File: src/rtl/ladybird_uart_pkg.sv
// Shared definitions for the UART boot loader: state encoding, default frame
// start byte and header length.
package ladybird_uart_pkg;

    typedef enum logic [2:0] {
        ST_IDLE,
        ST_ADDR,
        ST_LEN,
        ST_DATA,
        ST_WRITE
    } loader_state_t;

    localparam logic [7:0] MAGIC_DEFAULT = 8'hA5;

    // Address bytes followed by length bytes
    localparam int HDR_LEN = 8;

endpackage

File: src/rtl/ladybird_uart_loader_timer.sv
// Inter-byte idle counter; expired fires on the cycle the count would reach
// TIMEOUT while enabled and not being cleared.
module ladybird_uart_loader_timer #(
    parameter logic [31:0] TIMEOUT = 32'd1_000_000
) (
    input  logic clk,
    input  logic rst,
    input  logic clear,
    input  logic enable,
    output logic expired
);

    logic [31:0] count;

    always_ff @(posedge clk) begin
        if (rst || clear) begin
            count <= '0;
        end else if (enable) begin
            count <= count + 32'd1;
        end
    end

    assign expired = enable && !clear && (count == TIMEOUT - 32'd1);

endmodule

File: src/rtl/ladybird_uart_loader.sv
// Receives a MAGIC/address/length/payload frame from a UART byte stream and
// turns the payload into word-aligned, byte-enabled memory writes.
module ladybird_uart_loader
    import ladybird_uart_pkg::*;
#(
    parameter logic [31:0] TIMEOUT = 32'd1_000_000,
    parameter logic [7:0]  MAGIC   = MAGIC_DEFAULT
) (
    input  logic        clk,
    input  logic        rst,
    input  logic        rx_valid,
    input  logic [7:0]  rx_data,
    output logic        rx_ready,
    output logic        mem_valid,
    output logic [31:0] mem_addr,
    output logic [31:0] mem_wdata,
    output logic [3:0]  mem_strb,
    input  logic        mem_ready,
    output logic        busy,
    output logic        done,
    output logic        error
);

    localparam logic [2:0] ADDR_LAST = 3'(HDR_LEN / 2 - 1);
    localparam logic [2:0] HDR_LAST  = 3'(HDR_LEN - 1);

    loader_state_t state, state_next;

    logic [2:0]  hdr_cnt;
    logic [1:0]  byte_idx;
    logic [31:0] addr_q;
    logic [31:0] len_q;
    logic [31:0] remaining;
    logic [31:0] wdata_q;
    logic [3:0]  strb_q;
    logic        done_q;
    logic        error_q;

    logic        accept;
    logic        in_frame;
    logic        expired;
    logic        len_zero;
    logic        word_full;

    assign accept    = rx_valid && rx_ready;
    assign in_frame  = (state == ST_ADDR) || (state == ST_LEN) || (state == ST_DATA);
    assign len_zero  = ({rx_data, len_q[31:8]} == 32'd0);
    assign word_full = (byte_idx == 2'd3) || (remaining == 32'd1);

    ladybird_uart_loader_timer #(.TIMEOUT(TIMEOUT)) u_timer (
        .clk     (clk),
        .rst     (rst),
        .clear   (accept || !in_frame),
        .enable  (in_frame),
        .expired (expired)
    );

    always_ff @(posedge clk) begin
        if (rst) begin
            state <= ST_IDLE;
        end else begin
            state <= state_next;
        end
    end

    always_comb begin
        state_next = state;
        case (state)
            ST_IDLE:  if (accept && rx_data == MAGIC) state_next = ST_ADDR;
            ST_ADDR:  if (expired) state_next = ST_IDLE;
                      else if (accept && hdr_cnt == ADDR_LAST) state_next = ST_LEN;
            ST_LEN:   if (expired) state_next = ST_IDLE;
                      else if (accept && hdr_cnt == HDR_LAST)
                          state_next = len_zero ? ST_IDLE : ST_DATA;
            ST_DATA:  if (expired) state_next = ST_IDLE;
                      else if (accept && word_full) state_next = ST_WRITE;
            ST_WRITE: if (mem_ready)
                          state_next = (remaining != 32'd0) ? ST_DATA : ST_IDLE;
            default:  state_next = ST_IDLE;
        endcase
    end

    // Header bytes arrive LSB first, so each one shifts in from the top
    always_ff @(posedge clk) begin
        if (rst) begin
            hdr_cnt   <= '0;
            byte_idx  <= '0;
            addr_q    <= '0;
            len_q     <= '0;
            remaining <= '0;
            wdata_q   <= '0;
            strb_q    <= '0;
            done_q    <= 1'b0;
            error_q   <= 1'b0;
        end else begin
            done_q  <= 1'b0;
            error_q <= expired;
            case (state)
                ST_IDLE: begin
                    hdr_cnt  <= '0;
                    byte_idx <= '0;
                    wdata_q  <= '0;
                    strb_q   <= '0;
                end
                ST_ADDR: if (accept) begin
                    hdr_cnt <= hdr_cnt + 3'd1;
                    addr_q  <= (hdr_cnt == ADDR_LAST) ? {rx_data, addr_q[31:10], 2'b00}
                                                      : {rx_data, addr_q[31:8]};
                end
                ST_LEN: if (accept) begin
                    hdr_cnt <= hdr_cnt + 3'd1;
                    len_q   <= {rx_data, len_q[31:8]};
                    if (hdr_cnt == HDR_LAST) begin
                        remaining <= {rx_data, len_q[31:8]};
                        done_q    <= len_zero;
                    end
                end
                ST_DATA: begin
                    if (expired) begin
                        byte_idx  <= '0;
                        wdata_q   <= '0;
                        strb_q    <= '0;
                        remaining <= '0;
                    end else if (accept) begin
                        wdata_q[{byte_idx, 3'b000} +: 8] <= rx_data;
                        strb_q[byte_idx] <= 1'b1;
                        byte_idx <= byte_idx + 2'd1;
                        if (remaining != 32'd0) remaining <= remaining - 32'd1;
                    end
                end
                ST_WRITE: if (mem_ready) begin
                    addr_q   <= addr_q + 32'd4;
                    wdata_q  <= '0;
                    strb_q   <= '0;
                    byte_idx <= '0;
                    done_q   <= (remaining == 32'd0);
                end
                default: ;
            endcase
        end
    end

    // Everything is forced quiet during reset, independent of the registers
    always_comb begin
        rx_ready  = 1'b0;
        mem_valid = 1'b0;
        busy      = 1'b0;
        done      = 1'b0;
        error     = 1'b0;
        mem_addr  = '0;
        mem_wdata = '0;
        mem_strb  = '0;
        if (!rst) begin
            rx_ready  = (state != ST_WRITE);
            mem_valid = (state == ST_WRITE);
            busy      = (state != ST_IDLE);
            done      = done_q;
            error     = error_q;
            mem_addr  = addr_q;
            mem_wdata = wdata_q;
            mem_strb  = strb_q;
        end
    end

endmodule

File: config.mk
export PLATFORM = sky130hd
export DESIGN_NAME = ladybird_uart_loader
export DESIGN_NICKNAME = d
export VERILOG_FILES = /design/src/rtl/ladybird_uart_pkg.sv /design/src/rtl/ladybird_uart_loader_timer.sv /design/src/rtl/ladybird_uart_loader.sv
export SDC_FILE = /design/constraint.sdc
export NUM_CORES = 1
export LEC_CHECK = 0
export CORE_UTILIZATION = 55
export DETAILED_ROUTE_END_ITERATION = 7
export PLACE_DENSITY_LB_ADDON = 0.25
export SETUP_SLACK_MARGIN = 0.3
export SLEW_MARGIN = 20
export SYNTH_ARGS = -nofsm -noshare
export SYNTH_HDL_FRONTEND = slang
export SYNTH_SLANG_ARGS = --single-unit
export TNS_END_PERCENT = 10
File: constraint.sdc
create_clock -name clk -period 7.85 [get_ports clk]
set_input_delay 1.1775 -clock clk [delete_from_list [all_inputs] [get_ports clk]]
set_output_delay 1.1775 -clock clk [all_outputs]
set_load 0.02 [all_outputs]
# ---- After elaboration in Yosys (flattened, before gate mapping)
# Cells that the tools add are included.
dict set report totals {
  ff_bits 174
  in_bits 12
  out_inout_bits 73
  word_cells 125
}
dict set report classes {
  addsub 6
  n_lt_le_gt_ge 2
  n_eq_ne 22
  shifts 2
  muxes 50
  bitwise_logic 1
  reduce_logical 31
}
# cell count
set op_table {}
lappend op_table {{two-way mux 32 bit} 12}
lappend op_table {{case mux 32 bit (2 select lines)} 2}
lappend op_table {{case mux 32 bit (3 select lines)} 1}
lappend op_table {{logical NOT 32 bit} 2}
lappend op_table {{adder 32 x 1 -> 32 bit, second input constant} 1}
lappend op_table {{adder 32 x 3 -> 32 bit, second input constant} 1}
lappend op_table {{bitwise mux 32 bit} 1}
lappend op_table {{equality test 32 x 1 -> 1 bit, second input constant} 1}
lappend op_table {{equality test 32 x 20 -> 1 bit, second input constant} 1}
lappend op_table {{nonzero test 32 bit} 1}
lappend op_table {{variable shift 8 x 7 -> 32 bit, first input constant} 1}
lappend op_table {{indexed part select 8 x 7 -> 32 bit} 1}
lappend op_table {{subtractor 32 x 1 -> 32 bit, second input constant} 1}
lappend op_table {{two-way mux 3 bit} 9}
lappend op_table {{two-way mux 4 bit} 4}
lappend op_table {{case mux 3 bit (5 select lines)} 1}
lappend op_table {{two-way mux 2 bit} 6}
lappend op_table {{!= test 3 x 2 -> 1 bit, second input constant} 4}
lappend op_table {{case mux 4 bit (3 select lines)} 1}
lappend op_table {{AND reduction 5 bit} 2}
lappend op_table {{equality test 3 x 2 -> 1 bit, second input constant} 3}
lappend op_table {{two-way mux 1 bit} 9}
lappend op_table {{equality test 8 bit, second input constant} 1}
lappend op_table {{logical AND 1 bit} 8}
lappend op_table {{other kinds (24)} 40}

# ---- Depth between registers and ports, before layout
# Gate-level depths: netlist (run 1).
dict set report logic_depth {
  depth_word 10
  mapped_depth 9
  depth_no_buf 8
}

# ---- Hierarchy
# A second synthesis (run 1) with hierarchy kept.
dict set report unflattened {
  cells_unflattened 1101
  area_unflattened_um2 8805.9
}
# module instances cells_per_inst area_per_inst_um2 seq_area_each_um2
set modules_own_cells {}
lappend modules_own_cells {ladybird_uart_loader 1 912 7236.9 2682.6}
lappend modules_own_cells {ladybird_uart_loader_timer 1 189 1569.0 640.6}

# ---- Least setup slack after synthesis (run 1)
# No wires, ideal clock.
dict set report synth_timing {
  path_type {in2out}
  from {input port rst}
  to {output port busy}
  t_arrival_ns 2.463
  required_ns 6.673
  slack_ns 4.210
  cell_stages 5
  path_buffers 4
  cell_sequence {clkbuf_1 clkbuf_1 clkbuf_1 buf_1 nor2_1}
}
dict set report synth_between {
  elab_chain_cells 1
}
# element line
set synth_lines {}
lappend synth_lines {{start: declaration} ladybird_uart_loader.sv:10} ;# input logic rst,
lappend synth_lines {{two-way mux 1 bit} ladybird_uart_loader.sv:153} ;# if (!rst) begin
lappend synth_lines {{end: declaration} ladybird_uart_loader.sv:19} ;# output logic busy,
# No other way between the ends.

# ---- Final worst setup path (run 1)
dict set report layout_timing {
  from {input port rst}
  to {output port mem_wdata[3]}
}
dict set report layout_between {
  elab_chain_cells 1
}
# element line
set layout_lines {}
lappend layout_lines {{two-way mux 32 bit} ladybird_uart_loader.sv:153}
lappend layout_lines {{end: declaration} ladybird_uart_loader.sv:16} ;# output logic [31:0] mem_wdata,
# No other way between the ends.

==> reports/metrics.csv, run 1 <==
metric;value;unit
Fin. Hold Viols;0;
CTS tree;yes;
final wirelength;25.1;mm
status;finished clean;
worst skew pair latency;0.44;ns
Max Buffers Root-to-Sink;2;
Remaining Overflow, GRT;0;
Max VDD drop;0.000177;V
DP Cell Count;1394;
die outline area;0.0166;mm^2
# diodes;0;
cells after synthesis;1155;
Pwr Density;215;mW/mm^2
first-pass GRT wire length;40.8;mm
Setup CP Type;in2out;
Root Buffer;clkbuf_16;
DRT Pass-1 Iters;5;
hold slack final;0.454;ns
Ys Warns;0;
Netlist cell types;78;
Buffers on Ports;84;
Starting DRT DRC Count;1014;
post-layout min period;4.53;ns
#FFs+latches synth;166;
crit path max fanout;72;
Synth async-reset ratio;0;%
row cnt;46;
Main synth FF type;dfxtp_1;
Worst Setup End Kind;output port;
max-cap viol count;0;
sequential power share;40.3;%
Routed Antenna Nets;0;
HPWL Detailed;16.6;mm
Initial Utilization;56.1;%
Core Region;0.0158;mm^2
largest net degree at the start of global routing;73;
Area after DPL;0.00978;mm^2
Power Total;0.00223;W
postcts setup bufs;0;
RSZ-0062 raised after global routing;false;
initial antenna violation count;0;
setup tns final;0;ns
syn nets;1179;
crit start category;input pin;
vias post-DR;8787;
vias per inst;6.16;
HP Class;reg2reg;
worst endpoint required time;6.67;ns
area delta synth->final;17.3;%
EDFF count, synth;0;
Num CTS Buffers;17;
max_slew headroom;31.2;%
commonest non-fill, non-tap cell in the layout;nand2_1;
GRT Overall Usage;31.0;%
Lkg Pwr;3.64;nW
arrival time at the worst endpoint;3.35;ns
Peak Freq;221;MHz
Worst-Margin Slew;1.03;ns
final non-filler cell total;1426;
Setup violations, final;0;
Chip Height;129;um
final worst path period share;57.7;%
cts hold-fix bufs;0;
DR WL/cell;17.6;um
sw frac;31.2;%
register area share after synthesis;37.5;%
Top Ports;85;
DRC;0;
switching power;0.000697;W
CTS resizes;0;
Int Power;0.00154;W
most frequent cells in the layout;nand2_1 (170), dfxtp_1 (166), nor2_1 (110);
clock share of power;39.7;%
Final Max Tran Viols;0;
clk slew on worst S/H paths;0.07;ns
Mapped Area;0.00887;mm^2
share of cells above drive strength 1;6.45;%
design area;0.0104;mm^2
CTS sink cnt;166;
fin nets;1221;
H-tree levels;4;
RD Place Congestion;0.913;
vias in the first global route;8001;
Die W;129;um
Post-Syn Area per Cell;7.68;um^2
combinational share of power;20.0;%
Worst Skew;0.00701;ns
==> per-layer routing <==
| metal | global-route usage (%) | wire length (um) |
|---|---|---|
| met1 | 41.4 | 11100 |
| met2 | 48.6 | 11300 |
| met3 | 6.40 | 1980 |
| met4 | 13.1 | 692 |
| met5 | 0 | 0 |
==> area by class of cell <==
type / instances / area, um^2
flip-flops and latches: 166 / 3320
repair buffers: 97 / 936
fillers: 1376 / 5420
inverters: 40 / 150
clock buffers: 19 / 453
multi-input cells: 875 / 5100
well taps: 216 / 270
clock inverters: 13 / 171
==> sequential cells by signal, summed over array words and instances, names as in the netlist, 2 cells and up <==
signal         cells
len_q             24
addr_q            32
u_timer.count     32
hdr_cnt            3
remaining         32
byte_idx           2
strb_q             4
state              3
wdata_q           32
==> worst max-delay path, stage by stage <==
cell             delay, ns
buf_4                 0.56
inv_1                 0.43
buf_4                 0.38
nand2_1               0.17
inv_1                 0.06
clkdlybuf4s50_1       0.53
==> cell usage after synthesis, types with 6 or more instances <==
| cell type | instances | area [um^2] |
|---|---|---|
| nand2_1 | 170 | 638 |
| dfxtp_1 | 166 | 3320 |
| nor2_1 | 110 | 413 |
| a21oi_1 | 85 | 425 |
| o21ai_0 | 59 | 295 |
| clkbuf_1 | 58 | 218 |
| nor2b_1 | 55 | 344 |
| nand3_1 | 52 | 260 |
| inv_1 | 40 | 150 |
| nor3_1 | 30 | 150 |
| nor4_1 | 29 | 181 |
| nand4_1 | 23 | 144 |
| and3_1 | 17 | 106 |
| a32o_1 | 16 | 160 |
| xnor2_1 | 16 | 140 |
| a211oi_1 | 12 | 90.1 |
| ha_1 | 12 | 150 |
| xor2_1 | 12 | 105 |
| a21o_1 | 11 | 82.6 |
| a22oi_1 | 10 | 75.1 |
| or3_1 | 10 | 62.6 |
| a31oi_1 | 9 | 56.3 |
| buf_1 | 9 | 33.8 |
| and4_1 | 7 | 61.3 |
| o31ai_1 | 7 | 52.6 |
| a221oi_1 | 6 | 52.6 |
==> path summary, 6_finish.rpt <==
path / start / end / slack, ns / cells after the start
setup reg to reg: state[1] / addr_q[8] / 4.21 / 6
hold / removal: u_timer.count[0] / u_timer.count[0] / 0.45 / 1
setup / recovery: rst / mem_wdata[3] / 3.32 / 6
hold reg to reg: u_timer.count[0] / u_timer.count[0] / 0.45 / 1
==> logic make-up (layout without fill, tap and decap cells) <==
family | after synthesis | in the layout | synth area share [%]
AO/OA/AOI/OAI | 276 | 276 | 20.8
XOR/XNOR | 28 | 28 | 2.76
adder cells (fa/ha/maj) | 15 | 15 | 2.03
buffers and inverters | 114 | 169 | 5.06
flip-flops | 166 | 166 | 37.5
multiplexers | 2 | 2 | 0.240
AND/OR/NAND/NOR | 554 | 554 | 31.6
==> power groups by stage <==
stage	Clock (W)	Combinational (W)	Sequential [W]
2_1_floorplan	0	0.000344	0.000901
4_1_cts	0.000894	0.000437	0.000899
3_3_place_gp	0	0.000428	0.000918
6_report	0.000886	0.000447	0.000901
3_5_place_dp	0	0.000434	0.000918
5_1_grt	0.000929	0.000485	0.000904
==> per-stage QoR <==
stage	worst slack [ns]	util, %
floorplan	4.21	-
global placement	3.40	61.8
detailed placement	3.35	61.8
CTS	3.34	65.8
global route	3.22	65.8
finish	3.32	65.8
(Power assumes the default switching activity.)
==> run 2: changes to the inputs <==
--- a/config.mk
+++ b/config.mk
@@ -5,7 +5,7 @@
 export SDC_FILE = /design/constraint.sdc
 export NUM_CORES = 1
 export LEC_CHECK = 0
-export CORE_UTILIZATION = 55
+export CORE_UTILIZATION = 52
 export DETAILED_ROUTE_END_ITERATION = 7
 export PLACE_DENSITY_LB_ADDON = 0.25
 export SETUP_SLACK_MARGIN = 0.3
==> constraint.sdc (replaced) <==
create_clock -name clk -period 3.95 [get_ports clk]
set_input_delay 0.5925 -clock clk [delete_from_list [all_inputs] [get_ports clk]]
set_output_delay 0.5925 -clock clk [all_outputs]
set_load 0.02 [all_outputs]
==> reports/metrics.csv, run 2 (synthesis gave the netlist of run 1 again) <==
metric;value;unit;change
status;finished clean;;
CTS sink cnt;166;;unchanged
commonest non-fill, non-tap cell in the layout;nand2_1;;
cts hold-fix bufs;0;;unchanged
DRC;0;;unchanged
Core Region;0.0166;mm^2;+5.1%
HPWL Detailed;17.2;mm;+3.7%
Remaining Overflow, GRT;0;;unchanged
hold slack final;0.422;ns;-0.0328 ns
Worst-Margin Slew;0.935;ns;-0.0940 ns
clk slew on worst S/H paths;0.06;ns;about the same
Area after DPL;0.00987;mm^2;+0.90%
vias in the first global route;7953;;-0.60%
most frequent cells in the layout;nand2_1 (170), dfxtp_1 (166), nor2_1 (110);;
crit path max fanout;17;;-76%
arrival time at the worst endpoint;2.40;ns;-0.95 ns
Root Buffer;clkbuf_16;;
Buffers on Ports;84;;unchanged
Routed Antenna Nets;0;;unchanged
row cnt;47;;+2.2%
Setup violations, final;0;;unchanged
worst endpoint required time;3.36;ns;-3.31 ns
area delta synth->final;18.5;%;
initial antenna violation count;0;;unchanged
H-tree levels;4;;unchanged
Chip Height;133;um;+2.8%
Critical Path Max Stage Delay;0.64;ns;+0.08 ns
max_slew headroom;37.6;%;+6.4 points
crit start category;flip-flop;;
HP Class;in2reg;;
Starting DRT DRC Count;972;;-4.1%
first-pass GRT wire length;41.2;mm;+0.96%
final wirelength;25.4;mm;+1.3%
Lkg Pwr;3.72;nW;+2.2%
fin nets;1232;;+0.90%
worst r2r src;remaining[11];;
Worst path slowest cell;dfxtp_1;;
largest net degree at the start of global routing;63;;-14%
Top Ports;85;;unchanged
Max VDD drop;0.000322;V;+82%
FF-to-FF setup slack;1.06;ns;-3.15 ns
final worst path period share;75.8;%;
worst skew pair latency;0.43;ns;about the same
RD Place Congestion;0.898;;-1.6%
postcts setup bufs;0;;unchanged
max-cap viol count;0;;unchanged
Pwr Density;428;mW/mm^2;+100%
setup tns final;0;ns;unchanged
DRT Pass-1 Iters;8;;+3
Die W;133;um;+2.8%
Initial Utilization;53.3;%;-2.7 points
Max Buffers Root-to-Sink;2;;unchanged
RSZ-0062 raised after global routing;false;;
critical path, cell by cell;nor3b_2 -> buf_4 -> nor2_1 -> clkdlybuf4s50_1;;
DR WL/cell;17.6;um;+0.21%
# diodes;0;;unchanged
share of cells above drive strength 1;7.21;%;+0.76 points
Worst Setup End Kind;output port;;
HP Start;rst;;
Fin. Hold Viols;0;;unchanged
Worst Skew;0.00902;ns;+0.00201 ns
post-layout min period;3.00;ns;
Peak Freq;334;MHz;
Setup CP Type;reg2out;;
GRT Overall Usage;29.0;%;-1.9 points
design area;0.0105;mm^2;+0.97%
vias post-DR;8902;;+1.3%
CP Launch Point;state[2];;
die outline area;0.0176;mm^2;+5.7%
vias per inst;6.18;;+0.25%
Num CTS Buffers;17;;unchanged
Power Total;0.00450;W;+100%
CTS resizes;0;;unchanged
Final Max Tran Viols;0;;unchanged
CTS tree;yes;;
==> run 2: cell count changes in the layout (fill, tap and decap cells not counted), sizes merged <==
cell,before,now
clkinvlp,5,0
bufinv,3,4
clkbuf,19,18
inv,42,47
buf,14,25
==> run 2: layout make-up <==
cell class / instances / area (um^2)
Inverter: 40 / 150
Timing Repair Buffer: 108 / 1020
Sequential cell: 166 / 3320
Tap cell: 220 / 275
Multi-Input combinational cell: 875 / 5100
Clock inverter: 14 / 209
Fill cell: 1474 / 6130
Clock buffer: 18 / 429
==> run 2: metrics by stage <==
stage	cells	setup slack [ns]	util (%)
floorplan	1155	1.41	-
global placement	1409	0.787	59.3
detailed placement	1409	0.766	59.3
CTS	1441	0.968	63.2
global route	1441	0.820	63.2
finish	1441	0.954	63.2
==> run 2: critical path, delay by kind of cell, from the launching register on <==
family,cells,cell delay (ns)
buffers and inverters,2,0.81
and+or+nand+nor,2,0.51
DFF,1,0.64
==> run 2: path summary, 6_finish.rpt <==
path / to / cells after the start
setup / recovery: rx_ready / 4
setup reg to reg: remaining[19] / 6
hold / removal: state[2] / 2
hold reg to reg: addr_q[0] / 2
==> run 2: power by group <==
group          total [W]  internal (W)  switching [W]
clock            0.00182       0.00108       0.000743
sequential       0.00179       0.00172      0.0000727
combinational   0.000891      0.000309       0.000582
total            0.00450       0.00311        0.00140
==> run 2: metal layers <==
metal,track usage [%],routed length [um],vias up
li1,-,-,4251
met1,39.3,11300,4159
met2,45.7,11600,428
met3,5.75,1970,64
met4,10.6,591,0
met5,0,0,-
